<file path="src/rtl/i2c_mem_pkg.sv">
// Shared types and constants for the I2C memory slave front-end.
package i2c_mem_pkg;

  localparam int BYTE_BITS = 8;
  localparam int BANK_W    = 4;
  localparam int BLOCK_W   = 4;
  localparam int ROW_W     = 8;
  localparam int ADDR_W    = BANK_W + BLOCK_W + ROW_W;

  localparam logic ACK  = 1'b0;
  localparam logic NACK = 1'b1;

  typedef enum logic [3:0] {
    ST_IDLE, ST_DEV_ADDR, ST_DEV_ACK, ST_ADDR_HI, ST_ADDR_HI_ACK, ST_ADDR_LO,
    ST_ADDR_LO_ACK, ST_WR_DATA, ST_WR_STROBE, ST_WR_ACK, ST_RD_FETCH, ST_RD_DATA,
    ST_RD_MACK
  } state_e;

  // {bank,block,row} behaves as one counter that wraps at the top of the array.
  function automatic logic [ADDR_W-1:0] addr_inc(input logic [ADDR_W-1:0] a);
    return a + 16'd1;
  endfunction

endpackage

</file>
<file path="src/rtl/i2c_bus_sync.sv">
// Two-flop synchronisers for SCL/SDA and single-cycle bus event pulses.
module i2c_bus_sync (
  input  logic clk,
  input  logic reset,
  input  logic scl_i,
  input  logic sda_i,
  output logic sda_o,
  output logic scl_rise_o,
  output logic scl_fall_o,
  output logic start_o,
  output logic stop_o
);

  // [1:0] synchroniser stages, [2] previous synced value for edge detection
  logic [2:0] scl_q;
  logic [2:0] sda_q;

  // Idle bus is high, so reset to 1 to avoid spurious edges after reset.
  always_ff @(posedge clk or posedge reset) begin
    if (reset) begin
      scl_q <= 3'b111;
      sda_q <= 3'b111;
    end else begin
      scl_q <= {scl_q[1:0], scl_i};
      sda_q <= {sda_q[1:0], sda_i};
    end
  end

  assign sda_o      = sda_q[1];
  assign scl_rise_o = scl_q[1] & ~scl_q[2];
  assign scl_fall_o = ~scl_q[1] & scl_q[2];
  assign start_o    = scl_q[1] & scl_q[2] & sda_q[2] & ~sda_q[1];
  assign stop_o     = scl_q[1] & scl_q[2] & ~sda_q[2] & sda_q[1];

endmodule

</file>
<file path="src/rtl/i2c_mem_slave_ctrl.sv">
// I2C slave front-end that turns bus transactions into memoryBank strobes
// and a self-incrementing {bank,block,row} address.
module i2c_mem_slave_ctrl
  import i2c_mem_pkg::*;
#(
  parameter logic [6:0] DEV_ADDR = 7'h50,
  parameter int         WR_PULSE = 2,
  parameter int         RD_WAIT  = 2
) (
  input  logic               clk,
  input  logic               reset,
  input  logic               sclIn,
  input  logic               sdaIn,
  output logic               sdaOe,
  output logic               memReadN,
  output logic               memWriteN,
  output logic [BANK_W-1:0]  addrBank,
  output logic [BLOCK_W-1:0] addrBlock,
  output logic [ROW_W-1:0]   addrRow,
  output logic [7:0]         memDataOut,
  input  logic [7:0]         memDataIn,
  output logic               busy
);

  localparam logic [2:0] LAST_BIT = 3'(BYTE_BITS - 1);
  localparam logic [3:0] WR_LAST  = 4'(WR_PULSE - 1);
  localparam logic [3:0] RD_LAST  = 4'(RD_WAIT - 1);

  logic sda_s, scl_rise_s, scl_fall_s, start_s, stop_s;

  i2c_bus_sync u_sync (
    .clk       (clk),
    .reset     (reset),
    .scl_i     (sclIn),
    .sda_i     (sdaIn),
    .sda_o     (sda_s),
    .scl_rise_o(scl_rise_s),
    .scl_fall_o(scl_fall_s),
    .start_o   (start_s),
    .stop_o    (stop_s)
  );

  state_e              state_q, state_d;
  logic [2:0]          bit_cnt_q, bit_cnt_d;
  logic [7:0]          shift_q, shift_d;
  logic [ADDR_W-1:0]   addr_q, addr_d;
  logic [7:0]          data_out_q, data_out_d;
  logic [3:0]          wait_cnt_q, wait_cnt_d;
  logic                oe_q, oe_d, rd_n_q, rd_n_d, wr_n_q, wr_n_d;
  logic                busy_q, busy_d, rw_q, rw_d;
  logic [7:0]          rx_byte_s;

  assign rx_byte_s = {shift_q[6:0], sda_s};

  // Next-state and output logic; bus START/STOP override every state.
  always_comb begin
    state_d    = state_q;
    bit_cnt_d  = bit_cnt_q;
    shift_d    = shift_q;
    addr_d     = addr_q;
    data_out_d = data_out_q;
    wait_cnt_d = wait_cnt_q;
    oe_d       = oe_q;
    rd_n_d     = rd_n_q;
    wr_n_d     = wr_n_q;
    busy_d     = busy_q;
    rw_d       = rw_q;
    if (start_s || stop_s) begin
      state_d   = start_s ? ST_DEV_ADDR : ST_IDLE;
      busy_d    = start_s ? busy_q : 1'b0;
      bit_cnt_d = 3'd0;
      oe_d      = 1'b0;
      rd_n_d    = 1'b1;
      wr_n_d    = 1'b1;
    end else begin
      case (state_q)
        ST_IDLE: bit_cnt_d = 3'd0;
        ST_DEV_ADDR, ST_ADDR_HI, ST_ADDR_LO, ST_WR_DATA: begin
          if (scl_rise_s) begin
            shift_d   = rx_byte_s;
            bit_cnt_d = bit_cnt_q + 3'd1;
            if (bit_cnt_q == LAST_BIT) begin
              case (state_q)
                ST_DEV_ADDR: begin
                  if (rx_byte_s[7:1] == DEV_ADDR) begin
                    state_d = ST_DEV_ACK;
                    busy_d  = 1'b1;
                    rw_d    = rx_byte_s[0];
                  end else begin
                    state_d = ST_IDLE;
                    busy_d  = 1'b0;
                  end
                end
                ST_ADDR_HI: begin
                  addr_d[15:8] = rx_byte_s;
                  state_d      = ST_ADDR_HI_ACK;
                end
                ST_ADDR_LO: begin
                  addr_d[7:0] = rx_byte_s;
                  state_d     = ST_ADDR_LO_ACK;
                end
                default: begin
                  data_out_d = rx_byte_s;
                  wr_n_d     = 1'b0;
                  wait_cnt_d = 4'd0;
                  state_d    = ST_WR_STROBE;
                end
              endcase
            end
          end
        end
        // First SCL fall drives ACK, second releases it and moves on.
        ST_DEV_ACK, ST_ADDR_HI_ACK, ST_ADDR_LO_ACK, ST_WR_ACK: begin
          if (scl_fall_s) begin
            oe_d = ~oe_q;
            if (oe_q) begin
              bit_cnt_d = 3'd0;
              case (state_q)
                ST_DEV_ACK:     state_d = ST_ADDR_HI;
                ST_ADDR_HI_ACK: state_d = ST_ADDR_LO;
                default:        state_d = ST_WR_DATA;
              endcase
            end
          end else if (scl_rise_s && oe_q && state_q == ST_DEV_ACK && rw_q) begin
            // Fetch while the master samples ACK so bit 7 is ready at the next fall.
            state_d    = ST_RD_FETCH;
            rd_n_d     = 1'b0;
            wait_cnt_d = 4'd0;
          end else begin
            state_d = state_q;
          end
        end
        ST_WR_STROBE: begin
          if (wait_cnt_q == WR_LAST) begin
            wr_n_d  = 1'b1;
            addr_d  = addr_inc(addr_q);
            state_d = ST_WR_ACK;
          end else begin
            wait_cnt_d = wait_cnt_q + 4'd1;
          end
        end
        ST_RD_FETCH: begin
          if (wait_cnt_q == RD_LAST) begin
            shift_d   = memDataIn;
            rd_n_d    = 1'b1;
            addr_d    = addr_inc(addr_q);
            bit_cnt_d = 3'd0;
            state_d   = ST_RD_DATA;
          end else begin
            wait_cnt_d = wait_cnt_q + 4'd1;
          end
        end
        ST_RD_DATA: begin
          if (scl_fall_s) begin
            oe_d = ~shift_q[7];
          end else if (scl_rise_s) begin
            shift_d   = {shift_q[6:0], 1'b0};
            bit_cnt_d = bit_cnt_q + 3'd1;
            state_d   = (bit_cnt_q == LAST_BIT) ? ST_RD_MACK : ST_RD_DATA;
          end else begin
            state_d = state_q;
          end
        end
        ST_RD_MACK: begin
          if (scl_fall_s) begin
            oe_d = 1'b0;
          end else if (scl_rise_s) begin
            if (sda_s == ACK) begin
              state_d    = ST_RD_FETCH;
              rd_n_d     = 1'b0;
              wait_cnt_d = 4'd0;
            end else begin
              state_d = ST_IDLE;
              busy_d  = 1'b0;
            end
          end else begin
            state_d = state_q;
          end
        end
        default: state_d = ST_IDLE;
      endcase
    end
  end

  // State and output registers.
  always_ff @(posedge clk or posedge reset) begin
    if (reset) begin
      state_q    <= ST_IDLE;
      bit_cnt_q  <= 3'd0;
      shift_q    <= 8'd0;
      addr_q     <= 16'd0;
      data_out_q <= 8'd0;
      wait_cnt_q <= 4'd0;
      oe_q       <= 1'b0;
      rd_n_q     <= 1'b1;
      wr_n_q     <= 1'b1;
      busy_q     <= 1'b0;
      rw_q       <= 1'b0;
    end else begin
      state_q    <= state_d;
      bit_cnt_q  <= bit_cnt_d;
      shift_q    <= shift_d;
      addr_q     <= addr_d;
      data_out_q <= data_out_d;
      wait_cnt_q <= wait_cnt_d;
      oe_q       <= oe_d;
      rd_n_q     <= rd_n_d;
      wr_n_q     <= wr_n_d;
      busy_q     <= busy_d;
      rw_q       <= rw_d;
    end
  end

  assign sdaOe      = oe_q;
  assign memReadN   = rd_n_q;
  assign memWriteN  = wr_n_q;
  assign addrBank   = addr_q[15:12];
  assign addrBlock  = addr_q[11:8];
  assign addrRow    = addr_q[7:0];
  assign memDataOut = data_out_q;
  assign busy       = busy_q;

endmodule

</file>
<file path="config.mk">
export PLATFORM = sky130hd
export DESIGN_NAME = i2c_mem_slave_ctrl
export DESIGN_NICKNAME = d
export VERILOG_FILES = /design/src/rtl/i2c_mem_pkg.sv /design/src/rtl/i2c_bus_sync.sv /design/src/rtl/i2c_mem_slave_ctrl.sv
export SDC_FILE = /design/constraint.sdc
export NUM_CORES = 1
export LEC_CHECK = 0
export CAP_MARGIN = 0
export CORE_ASPECT_RATIO = 1.4
export CORE_MARGIN = 1.5
export CORE_UTILIZATION = 30
export DETAILED_ROUTE_END_ITERATION = 16
export HOLD_SLACK_MARGIN = 0.05
export MAX_ROUTING_LAYER = met4
export SYNTH_ARGS = -nofsm -noshare
export SYNTH_HDL_FRONTEND = slang
export SYNTH_SLANG_ARGS = --single-unit
</file>
<file path="constraint.sdc">
create_clock -name clk -period 2.3 [get_ports clk]
set_input_delay 0.23 -clock clk [delete_from_list [all_inputs] [get_ports clk]]
set_output_delay 0.23 -clock clk [all_outputs]
set_load 0.005 [all_outputs]
</file>
==> impl_metrics.yaml <==
clock_network:
  cts.reportedPaths.clkPinSlew_ns: 0.07
  cts_buffer_depth: 2
  h-tree-depth: 2
  cts_tree: "built"
  cts_root_buffer: "clkbuf_16"
  numCtsBuffers: 5
  cts_hold_buf: 0
  clkLatencyLatePin_ns: 0.30
  cts.sinks: 54
  cts_resized: 0
  postCtsSetupRepairBufs: 0
floorplanning:
  core_um2: 10900
  die_w_um: 92.6
  fp.dieH_um: 128
  initial_core_util_pct: 30.9
  rows: 45
  ios: 40
  dieArea_um2: 11900
synthesis:
  ys_top_cells_by_count: "dfrtp_1, a21oi_1, o21ai_0, mux2_2, nor2_1"
  syn_area_um2: 3370
  synthArstFlopShare_pct: 100
  yosys.area.top_type_share_pct: 34.1
  synth_area_leaders: "dfrtp_1, mux2_2, dfstp_2"
  synthDistinctLibCells: 71
  syn_area_per_cell_um2: 9.69
  synth_top_area_cell: "dfrtp_1"
  ys_ff_latch: 54
  ys.flop_type: "dfrtp_1"
  syn_nets: 365
  synth_most_common_cell: "dfrtp_1"
  yosysWarnings: 0
  seq_area_frac_synth_pct: 40.4
  synth-edff-count: 0
  syn_inst: 348
grt:
  grt_pass1_vias: 3066
  grt_max_degree: 55
  grt_pass1_wl_um: 16600
  antenna_found_initial: 0
  grt_use_total_pct: 18.5
  overflow: 0
setup_path:
  r2r_end: "memReadN$_DFFE_PP1P_"
  r2r_setup_slack_ns: 0.09
  worstSetupEndpointType: "register"
  path_class: "reg -> reg"
  worstReg2RegStart: "wait_cnt_q[1]$_DFFE_PP0P_"
  crit_arrival_ns: 2.44
  startpoint_type: "register"
  crit_start: "wait_cnt_q[1]$_DFFE_PP0P_"
  cp_max_fo: 4
  rr_worst_depth: 7
  crit_path_end: "memReadN$_DFFE_PP1P_"
  cp_data_required_time_ns: 2.53
sta:
  fin_crit_ns: 2.21
  setup_tns_ns: 0
  slew_viol_final: 0
  rsz0062_at_grt: "no"
  hold_violations: 0
  max-slew-margin-rel_pct: 59.8
  finalSetupViolCount: 0
  worst_pin_slew_ns: 0.594
  fin_skew_ns: 0.00582
  fin_crit_sh_pct: 96.2
  fmax_mhz: 452
job:
  cap_violations: 0
final_layout:
  final_nets: 437
  n_antenna_cell: 0
  final_util_pct: 40.1
  area_growth_pct: 30.1
  num-fill-cells: 1089
  drive_gt1_share_pct: 24.7
routing:
  vias: 3084
  drt_wl_total_um: 10100
  wl_met1_um: 4190
  met2WireLength_um: 5340
  drt_iter0_markers: 119
  ant_nets: 0
  drtPass1Iterations: 4
  viasPerCell: 5.49
  wl_per_cell_um: 18.0
  dr_wl_met3_um: 265
  top_layer_used: "met4"
  drc: 0
placed_design:
  finalWeightedCongestion: 0.998
  numPortBuffers: 39
  hpwl_um: 7410
power:
  ir_drop_v: 0.000361
  power_density_nw_per_um2: 689
  power.total_mw: 3.02
  p_leak_nw: 1.83
worst_hold_path:
  min_path_type: "in -> async"
run_status:
  status: "finished clean"
worst max-delay path, cell delays in order (launching register included):
cell and delay, ns:
dfrtp_1 0.41, inv_1 0.06, ha_1 0.15, or3b_2 0.54, a31oi_1 0.36, a21oi_1 0.08, or4_1 0.41, a21oi_1 0.13
cell families after synthesis:
| group | share of synthesized area, % |
|---|---|
| compound gates | 22.5 |
| flops | 40.4 |
| xor+xnor | 0.520 |
| buf+inv | 4.71 |
| fa+ha+maj | 1.86 |
| mux | 9.76 |
| simple gates | 20.2 |
registers in the layout, indices dropped and copies added (netlist names):
signal	flops
rw_q	1
u_sync.sda_q	3
u_sync.scl_q	3
memDataOut	8
busy	1
bit_cnt_q	3
shift_q	8
wait_cnt_q	4
sdaOe	1
memReadN	1
state_q	4
addr_q	16
memWriteN	1
power by group:
group | leakage (nW) | switching, mW | internal (mW)
logic | 1.04 | 0.468 | 0.502
clock network | 0.0771 | 0.368 | 0.515
registers | 0.710 | 0.113 | 1.05
total | 1.83 | 0.949 | 2.07
area by class of cell:
class | count | area (um^2) | share of cell area (%)
inverter | 12 | 45.0 | 1.03
tap | 141 | 176 | 4.02
multi-input combinational | 263 | 1870 | 42.6
clock inverter | 2 | 37.5 | 0.856
timing repair buffer | 84 | 766 | 17.5
clock buffer | 6 | 129 | 2.94
sequential | 54 | 1360 | 31.1
metrics by stage:
step / area (um^2) / hold WS [ns] / worst slack (ns) / cells
after floorplan: 3370 / 0.234 / 0.338 / 348
after global placement: 4200 / 0.348 / 0.130 / 554
after detailed placement: 4200 / 0.350 / 0.119 / 554
after CTS: 4370 / 0.325 / 0.108 / 562
after global routing: 4380 / 0.333 / 0.000319 / 562
final: 4380 / 0.290 / 0.0878 / 562
routing by layer:
layer | vias up | global-route usage (%)
li1 | 1449 | -
met1 | 1543 | 21.8
met2 | 75 | 31.4
met3 | 17 | 2.48
met4 | 0 | 8.24
met5 | - | -
cell usage in the layout (no fill, tap or decap), drive strengths merged, types with 3 or more instances in the layout:
master | netlist | layout
mux2 | 23 | 23
nor3b | 3 | 3
o21ai | 28 | 28
mux2i | 7 | 7
buf | 14 | 45
a31oi | 8 | 8
a221oi | 3 | 3
nor2 | 26 | 26
and3 | 4 | 4
clkbuf | 5 | 6
nand3 | 11 | 11
dfstp | 8 | 8
a21oi | 29 | 29
nand2 | 19 | 19
a32oi | 4 | 4
o22ai | 3 | 3
a41oi | 3 | 3
clkdlybuf4s50 | 0 | 39
a211oi | 4 | 4
nor4 | 4 | 4
dfrtp | 46 | 46
nor3 | 7 | 7
nand2b | 8 | 8
or3b | 4 | 4
and2 | 3 | 3
o22a | 12 | 12
ha | 5 | 5
inv | 10 | 10
nor2b | 5 | 5
how the worst min path moves through the flow:
| stage | startpoint | to | slack [ns] | depth (start not counted) |
|---|---|---|---|---|
| after floorplan | sclIn | u_sync.scl_q[0]$_DFF_PP1_ | 0.23 | 0 |
| after global placement | u_sync.scl_q[0]$_DFF_PP1_ | u_sync.scl_q[1]$_DFF_PP1_ | 0.35 | 0 |
| after detailed placement | u_sync.scl_q[0]$_DFF_PP1_ | u_sync.scl_q[1]$_DFF_PP1_ | 0.35 | 0 |
| after CTS | reset | addr_q[4]$_DFFE_PP0P_ | 0.32 | 3 |
| after global routing | reset | addr_q[4]$_DFFE_PP0P_ | 0.33 | 3 |
| final | reset | addr_q[7]$_DFFE_PP0P_ | 0.29 | 3 |
(Power assumes the default switching activity.)
